[config.mk]
export PLATFORM = sky130hd
export DESIGN_NAME = stk_pipe_mem_ctrl
export DESIGN_NICKNAME = d
export VERILOG_FILES = /design/src/rtl/stk_pkg.sv /design/src/rtl/stk_pipe_mem_ctrl_port.sv /design/src/rtl/stk_pipe_mem_ctrl.sv
export SDC_FILE = /design/constraint.sdc
export NUM_CORES = 1
export LEC_CHECK = 0
export ABC_AREA = 1
export CAP_MARGIN = 20
export CORE_AREA = 2 2 236 238
export CTS_CLUSTER_DIAMETER = 100
export DETAILED_ROUTE_END_ITERATION = 6
export DIE_AREA = 0 0 238 240
export PLACE_DENSITY = 0.49
export SLEW_MARGIN = 20
export SYNTH_ARGS = -nofsm -noshare
export SYNTH_HDL_FRONTEND = slang
export SYNTH_SLANG_ARGS = --single-unit
[constraint.sdc]
create_clock -name clk -period 13.8 [get_ports clk]
set_clock_uncertainty 0.15 [all_clocks]
set_input_delay 2.76 -clock clk [delete_from_list [all_inputs] [get_ports clk]]
set_output_delay 2.76 -clock clk [all_outputs]
set_load 0.05 [all_outputs]
[src/rtl/stk_pkg.sv]
// Shared sizing and state types for the stk pipeline memory controller.
package stk_pkg;

    localparam int BANKS_N = 2;
    localparam int LINES_N = 8;
    localparam int LINE_W  = $clog2(LINES_N);

    typedef logic [LINE_W-1:0] line_id_t;

    typedef enum logic [1:0] {
        INIT,
        RDY,
        DRAIN
    } stk_mem_ctrl_st_t;

    // What an SRAM port writes into each line during initialisation.
    typedef enum logic {
        DIN_ZERO,
        DIN_LINK
    } init_din_t;

endpackage

[src/rtl/stk_pipe_mem_ctrl_port.sv]
// One SRAM port group (all banks): init/pipe mux, registered SRAM drive,
// and the read-valid shift register aligned to SRAM dout.
module stk_pipe_mem_ctrl_port
    import stk_pkg::*;
#(
    parameter int        BANKS_N  = 2,
    parameter int        LINE_W   = 3,
    parameter int        DIN_W    = 3,
    parameter init_din_t INIT_DIN = DIN_ZERO
) (
    input  logic                            clk,
    input  logic                            rst,
    input  logic                            init_i,
    input  logic                            pipe_en_i,
    input  logic [LINE_W-1:0]               init_line_i,
    input  logic [LINE_W-1:0]               init_link_i,
    input  logic [BANKS_N-1:0]              pipe_ce_i,
    input  logic [BANKS_N-1:0]              pipe_oe_i,
    input  logic [BANKS_N-1:0][LINE_W-1:0]  pipe_addr_i,
    input  logic [BANKS_N-1:0][DIN_W-1:0]   pipe_din_i,
    output logic [BANKS_N-1:0]              mem_ce_o,
    output logic [BANKS_N-1:0]              mem_oe_o,
    output logic [BANKS_N-1:0][LINE_W-1:0]  mem_addr_o,
    output logic [BANKS_N-1:0][DIN_W-1:0]   mem_din_o,
    output logic [BANKS_N-1:0]              vld_o
);

    logic [BANKS_N-1:0]             ce_d, ce_q;
    logic [BANKS_N-1:0]             oe_d, oe_q;
    logic [BANKS_N-1:0][LINE_W-1:0] addr_d, addr_q;
    logic [BANKS_N-1:0][DIN_W-1:0]  din_d, din_q;
    logic [BANKS_N-1:0]             rd_q, vld_q;

    // NOTE: every output of a combinational block gets a default first, so no
    // path through it can leave a value unassigned and infer a latch.
    always_comb begin
        ce_d   = pipe_en_i ? pipe_ce_i : '0;
        oe_d   = pipe_oe_i;
        addr_d = pipe_addr_i;
        din_d  = pipe_din_i;
        if (init_i) begin
            ce_d = '1;
            oe_d = '0;
            for (int b = 0; b < BANKS_N; b++) begin
                addr_d[b] = init_line_i;
                din_d[b]  = (INIT_DIN == DIN_LINK) ? DIN_W'(init_link_i) : '0;
            end
        end
    end

    // NOTE: sequential state uses non-blocking assignments so every register
    // samples pre-edge values regardless of process ordering.
    always_ff @(posedge clk or posedge rst) begin
        if (rst) begin
            ce_q   <= '0;
            oe_q   <= '0;
            addr_q <= '0;
            din_q  <= '0;
            rd_q   <= '0;
            vld_q  <= '0;
        end else begin
            ce_q   <= ce_d;
            oe_q   <= oe_d;
            addr_q <= addr_d;
            din_q  <= din_d;
            rd_q   <= ce_d & oe_d;
            vld_q  <= rd_q;
        end
    end

    assign mem_ce_o   = ce_q;
    assign mem_oe_o   = oe_q;
    assign mem_addr_o = addr_q;
    assign mem_din_o  = din_q;
    assign vld_o      = vld_q;

endmodule

[src/rtl/stk_pipe_mem_ctrl.sv]
// Stack memory controller: initialises head/tail/data SRAMs after reset and
// on flush, then hands the SRAM ports to the pipeline through one register.
module stk_pipe_mem_ctrl
    import stk_pkg::*;
#(
    parameter int  BANKS_N = stk_pkg::BANKS_N,
    parameter int  LINES_N = stk_pkg::LINES_N,
    parameter int  DAT_W   = 128,
    localparam int LINE_W  = $clog2(LINES_N)
) (
    input  logic                            clk,
    input  logic                            rst,
    input  logic                            i_flush_req,
    output logic                            o_flush_ack,
    output logic                            o_rdy,
    input  logic [BANKS_N-1:0]              i_pipe_head_ce,
    input  logic [BANKS_N-1:0]              i_pipe_head_oe,
    input  logic [BANKS_N-1:0][LINE_W-1:0]  i_pipe_head_addr,
    input  logic [BANKS_N-1:0][LINE_W-1:0]  i_pipe_head_din,
    input  logic [BANKS_N-1:0]              i_pipe_tail_ce,
    input  logic [BANKS_N-1:0]              i_pipe_tail_oe,
    input  logic [BANKS_N-1:0][LINE_W-1:0]  i_pipe_tail_addr,
    input  logic [BANKS_N-1:0][LINE_W-1:0]  i_pipe_tail_din,
    input  logic [BANKS_N-1:0]              i_pipe_dat_ce,
    input  logic [BANKS_N-1:0]              i_pipe_dat_oe,
    input  logic [BANKS_N-1:0][LINE_W-1:0]  i_pipe_dat_addr,
    input  logic [BANKS_N-1:0][DAT_W-1:0]   i_pipe_dat_din,
    output logic [BANKS_N-1:0]              o_mem_head_ce,
    output logic [BANKS_N-1:0]              o_mem_head_oe,
    output logic [BANKS_N-1:0][LINE_W-1:0]  o_mem_head_addr,
    output logic [BANKS_N-1:0][LINE_W-1:0]  o_mem_head_din,
    output logic [BANKS_N-1:0]              o_mem_tail_ce,
    output logic [BANKS_N-1:0]              o_mem_tail_oe,
    output logic [BANKS_N-1:0][LINE_W-1:0]  o_mem_tail_addr,
    output logic [BANKS_N-1:0][LINE_W-1:0]  o_mem_tail_din,
    output logic [BANKS_N-1:0]              o_mem_dat_ce,
    output logic [BANKS_N-1:0]              o_mem_dat_oe,
    output logic [BANKS_N-1:0][LINE_W-1:0]  o_mem_dat_addr,
    output logic [BANKS_N-1:0][DAT_W-1:0]   o_mem_dat_din,
    output logic [BANKS_N-1:0]              o_pipe_head_vld,
    output logic [BANKS_N-1:0]              o_pipe_tail_vld,
    output logic [BANKS_N-1:0]              o_pipe_dat_vld
);

    stk_mem_ctrl_st_t  state_d, state_q;
    logic [LINE_W-1:0] cnt_d, cnt_q;
    logic [LINE_W-1:0] link;
    logic              flush_pend_d, flush_pend_q;
    logic              flush_req_q;
    logic              rdy_d, rdy_q;
    logic              ack_d, ack_q;
    logic              flush_take;
    logic              init_mode;
    logic              pipe_en;

    // A flush is taken only on a request edge seen while the pipe owns the SRAMs.
    assign flush_take = rdy_q & i_flush_req & ~flush_req_q;
    assign link       = cnt_q + 1'b1;

    always_ff @(posedge clk or posedge rst) begin
        if (rst) begin
            state_q      <= INIT;
            cnt_q        <= '0;
            flush_pend_q <= 1'b0;
            flush_req_q  <= 1'b0;
            rdy_q        <= 1'b0;
            ack_q        <= 1'b0;
        end else begin
            state_q      <= state_d;
            cnt_q        <= cnt_d;
            flush_pend_q <= flush_pend_d;
            flush_req_q  <= i_flush_req;
            rdy_q        <= rdy_d;
            ack_q        <= ack_d;
        end
    end

    always_comb begin
        state_d      = state_q;
        cnt_d        = cnt_q;
        flush_pend_d = flush_pend_q;
        rdy_d        = 1'b0;
        ack_d        = 1'b0;
        unique case (state_q)
            INIT: begin
                cnt_d = cnt_q + 1'b1;
                if (cnt_q == LINE_W'(LINES_N - 1)) begin
                    state_d = RDY;
                    cnt_d   = '0;
                end
            end
            RDY: begin
                if (flush_take) begin
                    state_d = DRAIN;
                    cnt_d   = '0;
                end else begin
                    rdy_d = 1'b1;
                    // First cycle of ownership closes out a flush-triggered init.
                    if (!rdy_q && flush_pend_q) begin
                        ack_d        = 1'b1;
                        flush_pend_d = 1'b0;
                    end
                end
            end
            DRAIN: begin
                cnt_d = cnt_q + 1'b1;
                if (cnt_q == LINE_W'(1)) begin
                    state_d      = INIT;
                    cnt_d        = '0;
                    flush_pend_d = 1'b1;
                end
            end
            default: begin
                state_d = INIT;
                cnt_d   = '0;
            end
        endcase
    end

    always_comb begin
        init_mode = (state_q == INIT);
        pipe_en   = rdy_q;
    end

    assign o_rdy       = rdy_q;
    assign o_flush_ack = ack_q;

    stk_pipe_mem_ctrl_port #(
        .BANKS_N(BANKS_N), .LINE_W(LINE_W), .DIN_W(LINE_W), .INIT_DIN(DIN_ZERO)
    ) u_head (
        .clk(clk), .rst(rst), .init_i(init_mode), .pipe_en_i(pipe_en),
        .init_line_i(cnt_q), .init_link_i(link),
        .pipe_ce_i(i_pipe_head_ce), .pipe_oe_i(i_pipe_head_oe),
        .pipe_addr_i(i_pipe_head_addr), .pipe_din_i(i_pipe_head_din),
        .mem_ce_o(o_mem_head_ce), .mem_oe_o(o_mem_head_oe),
        .mem_addr_o(o_mem_head_addr), .mem_din_o(o_mem_head_din),
        .vld_o(o_pipe_head_vld)
    );

    stk_pipe_mem_ctrl_port #(
        .BANKS_N(BANKS_N), .LINE_W(LINE_W), .DIN_W(LINE_W), .INIT_DIN(DIN_LINK)
    ) u_tail (
        .clk(clk), .rst(rst), .init_i(init_mode), .pipe_en_i(pipe_en),
        .init_line_i(cnt_q), .init_link_i(link),
        .pipe_ce_i(i_pipe_tail_ce), .pipe_oe_i(i_pipe_tail_oe),
        .pipe_addr_i(i_pipe_tail_addr), .pipe_din_i(i_pipe_tail_din),
        .mem_ce_o(o_mem_tail_ce), .mem_oe_o(o_mem_tail_oe),
        .mem_addr_o(o_mem_tail_addr), .mem_din_o(o_mem_tail_din),
        .vld_o(o_pipe_tail_vld)
    );

    stk_pipe_mem_ctrl_port #(
        .BANKS_N(BANKS_N), .LINE_W(LINE_W), .DIN_W(DAT_W), .INIT_DIN(DIN_ZERO)
    ) u_dat (
        .clk(clk), .rst(rst), .init_i(init_mode), .pipe_en_i(pipe_en),
        .init_line_i(cnt_q), .init_link_i(link),
        .pipe_ce_i(i_pipe_dat_ce), .pipe_oe_i(i_pipe_dat_oe),
        .pipe_addr_i(i_pipe_dat_addr), .pipe_din_i(i_pipe_dat_din),
        .mem_ce_o(o_mem_dat_ce), .mem_oe_o(o_mem_dat_oe),
        .mem_addr_o(o_mem_dat_addr), .mem_din_o(o_mem_dat_din),
        .vld_o(o_pipe_dat_vld)
    );

endmodule

==> metrics.cfg, run 1 <==
[outcome]
status = complete, no violations

[clock_network]
clkTransAtPathRegs_ns = 0.06
cts_buffers = 38
cts_max_path_buffers = 3
hold_buffers = 0
cts_tree = yes
cts-resized-gates = 0
clk_latency_ns = 0.53
h-tree-depth = 2
root_buffer = clkbuf_16
clock_sinks = 319
cts_setup_buffers = 0

[finish]
layout-drive-gt1-share = 0.0443
mostFrequentLayoutCells = clkdlybuf4s50_1 (606), dfrtp_1 (319), inv_1 (276)
final_nets = 1923
areaGrowthSynthToFinish_pct = 76.1
layout_commonest_cell = clkdlybuf4s50_1

[yosys]
synth-seq-cells = 319
yosys_warnings = 0
muxShareOfSynthArea = 0
syn_nets = 1306
synth_top_family_by_area = simple AND/OR/NAND/NOR gates
synthDistinctLibCells = 15
syn_area_per_cell_sq_um = 10.7
synthSimpleGateAreaFrac = 0.131
synth_xor_area_frac = 0
syn-instance-count = 1002
ys_seq_area_frac = 0.747
synth_compound_area_frac = 0.00152
synthAdderAreaFrac = 0.00351
syn_area_sq_mm = 0.0107

[worst_setup_path]
worstSetupPathType = input port to async pin
crit_path_max_fanout = 112
r2r_setup_slack_ns = 11.36
endpoint_kind = async pin
required_ns = 14.21
startpoint_type = input port
crit_arrival_ns = 5.43

[route]
drc = 0
wl_mm = 36.0
wire_per_inst_microns = 15.3
num_vias = 8382
first_iter_violations = 200
viasPerCell = 3.56
drt-pass1-iter-count = 4
antenna_left = 0

[timing]
finalHoldViolCount = 0
fin_crit_sh = 0.364
setup_violations = 0
min_period_ns = 5.02
slew_viol_final = 0
final.setup.tns_ns = 0
rsz0062_at_grt = false
fmax_ghz = 0.199
setup_slack_ns = 8.78
tightest_slew_ns = 0.980
slew-limit-headroom = 0.347

[power_and_ir_drop]
vdd_drop_max_mv = 0.114
leakage_nw = 9.46
cellPowerDensity_mw_per_mm2 = 235

[placement]
gp_congestion = 0.762
hpwl_mm = 26.7
pre_cts_slack_ns = 7.95
port_buffers = 606

[die]
dieArea_sq_mm = 0.0571
start_util = 0.196
die_h_microns = 240
pin_count = 607
num_rows = 86
die_x_microns = 238
core_area_sq_mm = 0.0547

[grt]
grt_antenna_before_repair = 5
grt_pass1_vias = 8865
grt_max_degree = 113
grt-ovfl-total = 0
grt_pass1_wl_mm = 52.3
track_usage = 0.121

[hold_path]
min_path_type = flop to flop

[run]
drv_cap = 0

per-stage QoR:
stage / area [sq um] / hold WS, ns / instances / utilization / total power [mW]
6_report: 18800 / 0.196 / 2352 / 0.344 / 4.43
3_3_place_gp: 17500 / 0.182 / 2283 / 0.320 / 3.41
3_5_place_dp: 17500 / 0.185 / 2283 / 0.320 / 3.43
4_1_cts: 18800 / 0.194 / 2351 / 0.344 / 4.51
2_1_floorplan: 10700 / 0.181 / 1002 / - / 2.63
5_1_grt: 18800 / 0.201 / 2351 / 0.344 / 4.63
cells by family (layout without fill, tap and decap cells):
family | count (synthesis) | in the layout
AOI/OAI and AO/OA | 3 | 3
adders and majority gates | 3 | 3
buffers and inverters | 312 | 957
DFF | 319 | 319
other | 0 | 1
and+or+nand+nor | 365 | 365
cell type report:
type,instances,area (sq um)
fillers,5588,35800
flip-flops and latches,319,7980
repair buffers,612,6110
multi-input cells,371,1460
clock buffers,55,1170
inverters,277,1050
well taps,704,881
clock inverters,13,169
diodes,1,2.50
routing by layer:
| metal | part of all wire | vias to the layer above | GRT usage |
|---|---|---|---|
| li1 | - | 3996 | - |
| met1 | 0.38 | 3929 | 0.133 |
| met2 | 0.49 | 393 | 0.209 |
| met3 | 0.11 | 56 | 0.0546 |
| met4 | 0.022 | 8 | 0.0367 |
| met5 | 0.0015 | - | 0 |
sequential cells by signal, summed over array words and instances (netlist names), 3 cells and up:
register           cells
u_head.mem_din_o       6
u_tail.mem_addr_o      6
u_head.mem_addr_o      6
u_tail.mem_din_o       6
cnt_q                  3
u_dat.mem_addr_o       6
u_dat.mem_din_o      256
cell usage after synthesis, drive strengths merged:
cell type  count  area share
nor3b          1     0.00070
buf           35       0.020
o22ai          1     0.00059
ha             3      0.0035
nor2         273       0.096
nand2         72       0.026
nor3           6      0.0028
nand3         13      0.0061
o21ai          2     0.00094
dfrtp        319        0.75
inv          277       0.097
path summary, 6_finish.rpt:
check | depth (start not counted) | from | to
hold reg to reg | 0 | u_dat.rd_q[1] | u_dat.vld_o[1]
setup / recovery | 4 | rst | u_dat.mem_din_o[211]
max in group clk | 1 | o_rdy | o_rdy
setup reg to reg | 3 | state_q[0] | u_dat.mem_din_o[194]
hold / removal | 0 | u_dat.rd_q[1] | u_dat.vld_o[1]
min in group asynchronous | 2 | rst | u_head.mem_din_o[2]
worst max-delay path: stages:
cell and delay [ns]:
clkdlybuf4s50_1 0.49, inv_8 0.53, buf_4 0.77, buf_4 0.77
report_power, final:
part	leakage (nW)	total [mW]	switching (mW)	internal [mW]
clock	0.668	1.05	0.393	0.662
combinational	4.59	2.08	1.46	0.611
sequential	4.20	1.30	0.0889	1.21
total	9.46	4.43	1.95	2.49
Power figures use the tool's default switching activity.
==> inputs of run 2 (changes only) <==
--- a/config.mk
+++ b/config.mk
@@ -7,11 +7,11 @@
 export LEC_CHECK = 0
 export ABC_AREA = 1
 export CAP_MARGIN = 20
-export CORE_AREA = 2 2 236 238
+export CORE_AREA = 2 2 238 240
 export CTS_CLUSTER_DIAMETER = 100
 export DETAILED_ROUTE_END_ITERATION = 6
-export DIE_AREA = 0 0 238 240
-export PLACE_DENSITY = 0.49
+export DIE_AREA = 0 0 240 242
+export PLACE_DENSITY = 0.5
 export SLEW_MARGIN = 20
 export SYNTH_ARGS = -nofsm -noshare
 export SYNTH_HDL_FRONTEND = slang
==> constraint.sdc (replaced) <==
create_clock -name clk -period 4.53 [get_ports clk]
set_clock_uncertainty 0.15 [all_clocks]
set_input_delay 0.906 -clock clk [delete_from_list [all_inputs] [get_ports clk]]
set_output_delay 0.906 -clock clk [all_outputs]
set_load 0.05 [all_outputs]
==> metrics.cfg, run 2 (synthesis gave the netlist of run 1 again) <==
[finish]
areaGrowthSynthToFinish_pct = 77.5
mostFrequentLayoutCells = clkdlybuf4s50_1 (606), dfrtp_1 (319), inv_1 (276)
layout-drive-gt1-share = 0.0501
design_area_sq_mm = 0.0190
nFillCells = 5734
final_nets = 1933
largest_reg_flops = 256
layout_commonest_cell = clkdlybuf4s50_1

[grt]
track_usage = 0.125
grt_pass1_wl_mm = 54.9
grt_max_degree = 127
grt_antenna_before_repair = 5
grt-ovfl-total = 0
grt_pass1_vias = 9051

[clock_network]
root_buffer = clkbuf_16
cts-resized-gates = 0
clk_latency_ns = 0.53
h-tree-depth = 2
clock_sinks = 319
cts_setup_buffers = 0
cts_buffers = 38
hold_buffers = 0
cts_tree = yes
clkTransAtPathRegs_ns = 0.06
cts_max_path_buffers = 3

[power_and_ir_drop]
leakage_nw = 9.50
finalPower_mw = 13.4
netSwitchingFraction = 0.445
pwr-share-seq = 0.296
vdd_drop_max_mv = 0.466
p_int_mw = 7.44
power_switching_mw = 5.98
clock_power_share = 0.228
cellPowerDensity_mw_per_mm2 = 707
comb_power_share = 0.477

[worst_setup_path]
r2r_cells = 4
r2r_setup_slack_ns = 2.72
endpoint_kind = output port
crit_chain = clkdlybuf4s50_1
cp.depth = 1
required_ns = 3.47
critical_path.top_delay_family = buffers and inverters
max_stage_delay_ns = 0.88
r2r_start = state_q[0]
r2r_end = u_dat.mem_din_o[85]
startpoint_type = flop
crit_arrival_ns = 1.97
crit_path_max_fanout = 11
critPathBufInv = 1
worstSetupPathType = flop to output port
crit_path_top_delay_cell = clkdlybuf4s50_1

[outcome]
status = complete, no violations

[timing]
slew_viol_final = 0
setup_violations = 0
fmax_ghz = 0.330
finalHoldViolCount = 0
rsz0062_at_grt = false
slew-limit-headroom = 0.429
min_period_ns = 3.03
fin_crit_sh = 0.668
tightest_slew_ns = 0.855
final.setup.tns_ns = 0

[route]
wl_mm = 37.4
viasPerCell = 3.49
drt-pass1-iter-count = 4
antenna_left = 0
drc = 0
num_vias = 8426
wire_per_inst_microns = 15.5
first_iter_violations = 239

[placement]
place_area_sq_mm = 0.0177
hpwl_mm = 28.8
port_buffers = 606
gp_congestion = 0.804

[hold_path]
hold_depth = 0
hold_start = u_tail.rd_q[0]
min_path_type = flop to flop
hold_end = u_tail.vld_o[0]

[die]
num_rows = 87
dieArea_sq_mm = 0.0581
core_area_sq_mm = 0.0557
die_x_microns = 240
pin_count = 607
start_util = 0.192
die_h_microns = 242

[run]
drv_cap = 0

run 2: cell types whose count changed in the layout (fill, tap and decap cells not counted), sizes merged:
cell | previous run | this run
buf | 6 | 16
inv | 277 | 279
clkinv | 9 | 8
clkinvlp | 0 | 2
bufinv | 4 | 2
clkbuf | 55 | 53
run 2: cell type report:
cell class / instances / area (sq um) / share of cell area
tap: 756 / 946 / 0.0498
clock buffer: 53 / 1120 / 0.0589
sequential: 319 / 7980 / 0.421
multi-input combinational: 371 / 1460 / 0.0771
clock inverter: 14 / 148 / 0.00778
antenna: 1 / 2.50 / 0.000132
inverter: 277 / 1040 / 0.0550
timing repair buffer: 622 / 6270 / 0.331
run 2: stage by stage:
step	util	std cells	setup slack, ns	hold WS, ns
2_1_floorplan	-	1002	-0.779	0.181
5_1_grt	0.340	2413	1.42	0.201
3_3_place_gp	0.318	2345	1.81	0.181
4_1_cts	0.340	2412	1.45	0.200
6_report	0.340	2413	1.50	0.192
3_5_place_dp	0.318	2345	1.75	0.186
run 2: power groups by stage:
stage | combinational, mW | sequential (mW) | clock, mW
floorplan | 1.02 | 6.98 | 0
global placement | 6.45 | 4.00 | 0
detailed placement | 6.47 | 4.03 | 0
CTS | 6.48 | 3.98 | 3.17
global route | 6.70 | 4.05 | 3.28
finish | 6.40 | 3.97 | 3.06
run 2: how the worst max path moves through the flow:
| stage | start | slack, ns | end |
|---|---|---|---|
| finish | o_rdy | 1.50 | o_rdy |
| global route | o_rdy | 1.42 | o_rdy |
| floorplan | rst | -0.78 | cnt_q[0] |
| global placement | rst | 1.81 | u_dat.mem_din_o[214] |
| detailed placement | rst | 1.75 | u_dat.mem_din_o[182] |
| CTS | o_rdy | 1.45 | o_rdy |
run 2: layer usage:
metal / global-route usage / up-vias / wire [microns]
li1: - / 4019 / -
met1: 0.137 / 4035 / 14200
met3: 0.0390 / 45 / 3040
met4: 0.0374 / 4 / 749
met2: 0.228 / 323 / 19300
met5: 0 / - / 33
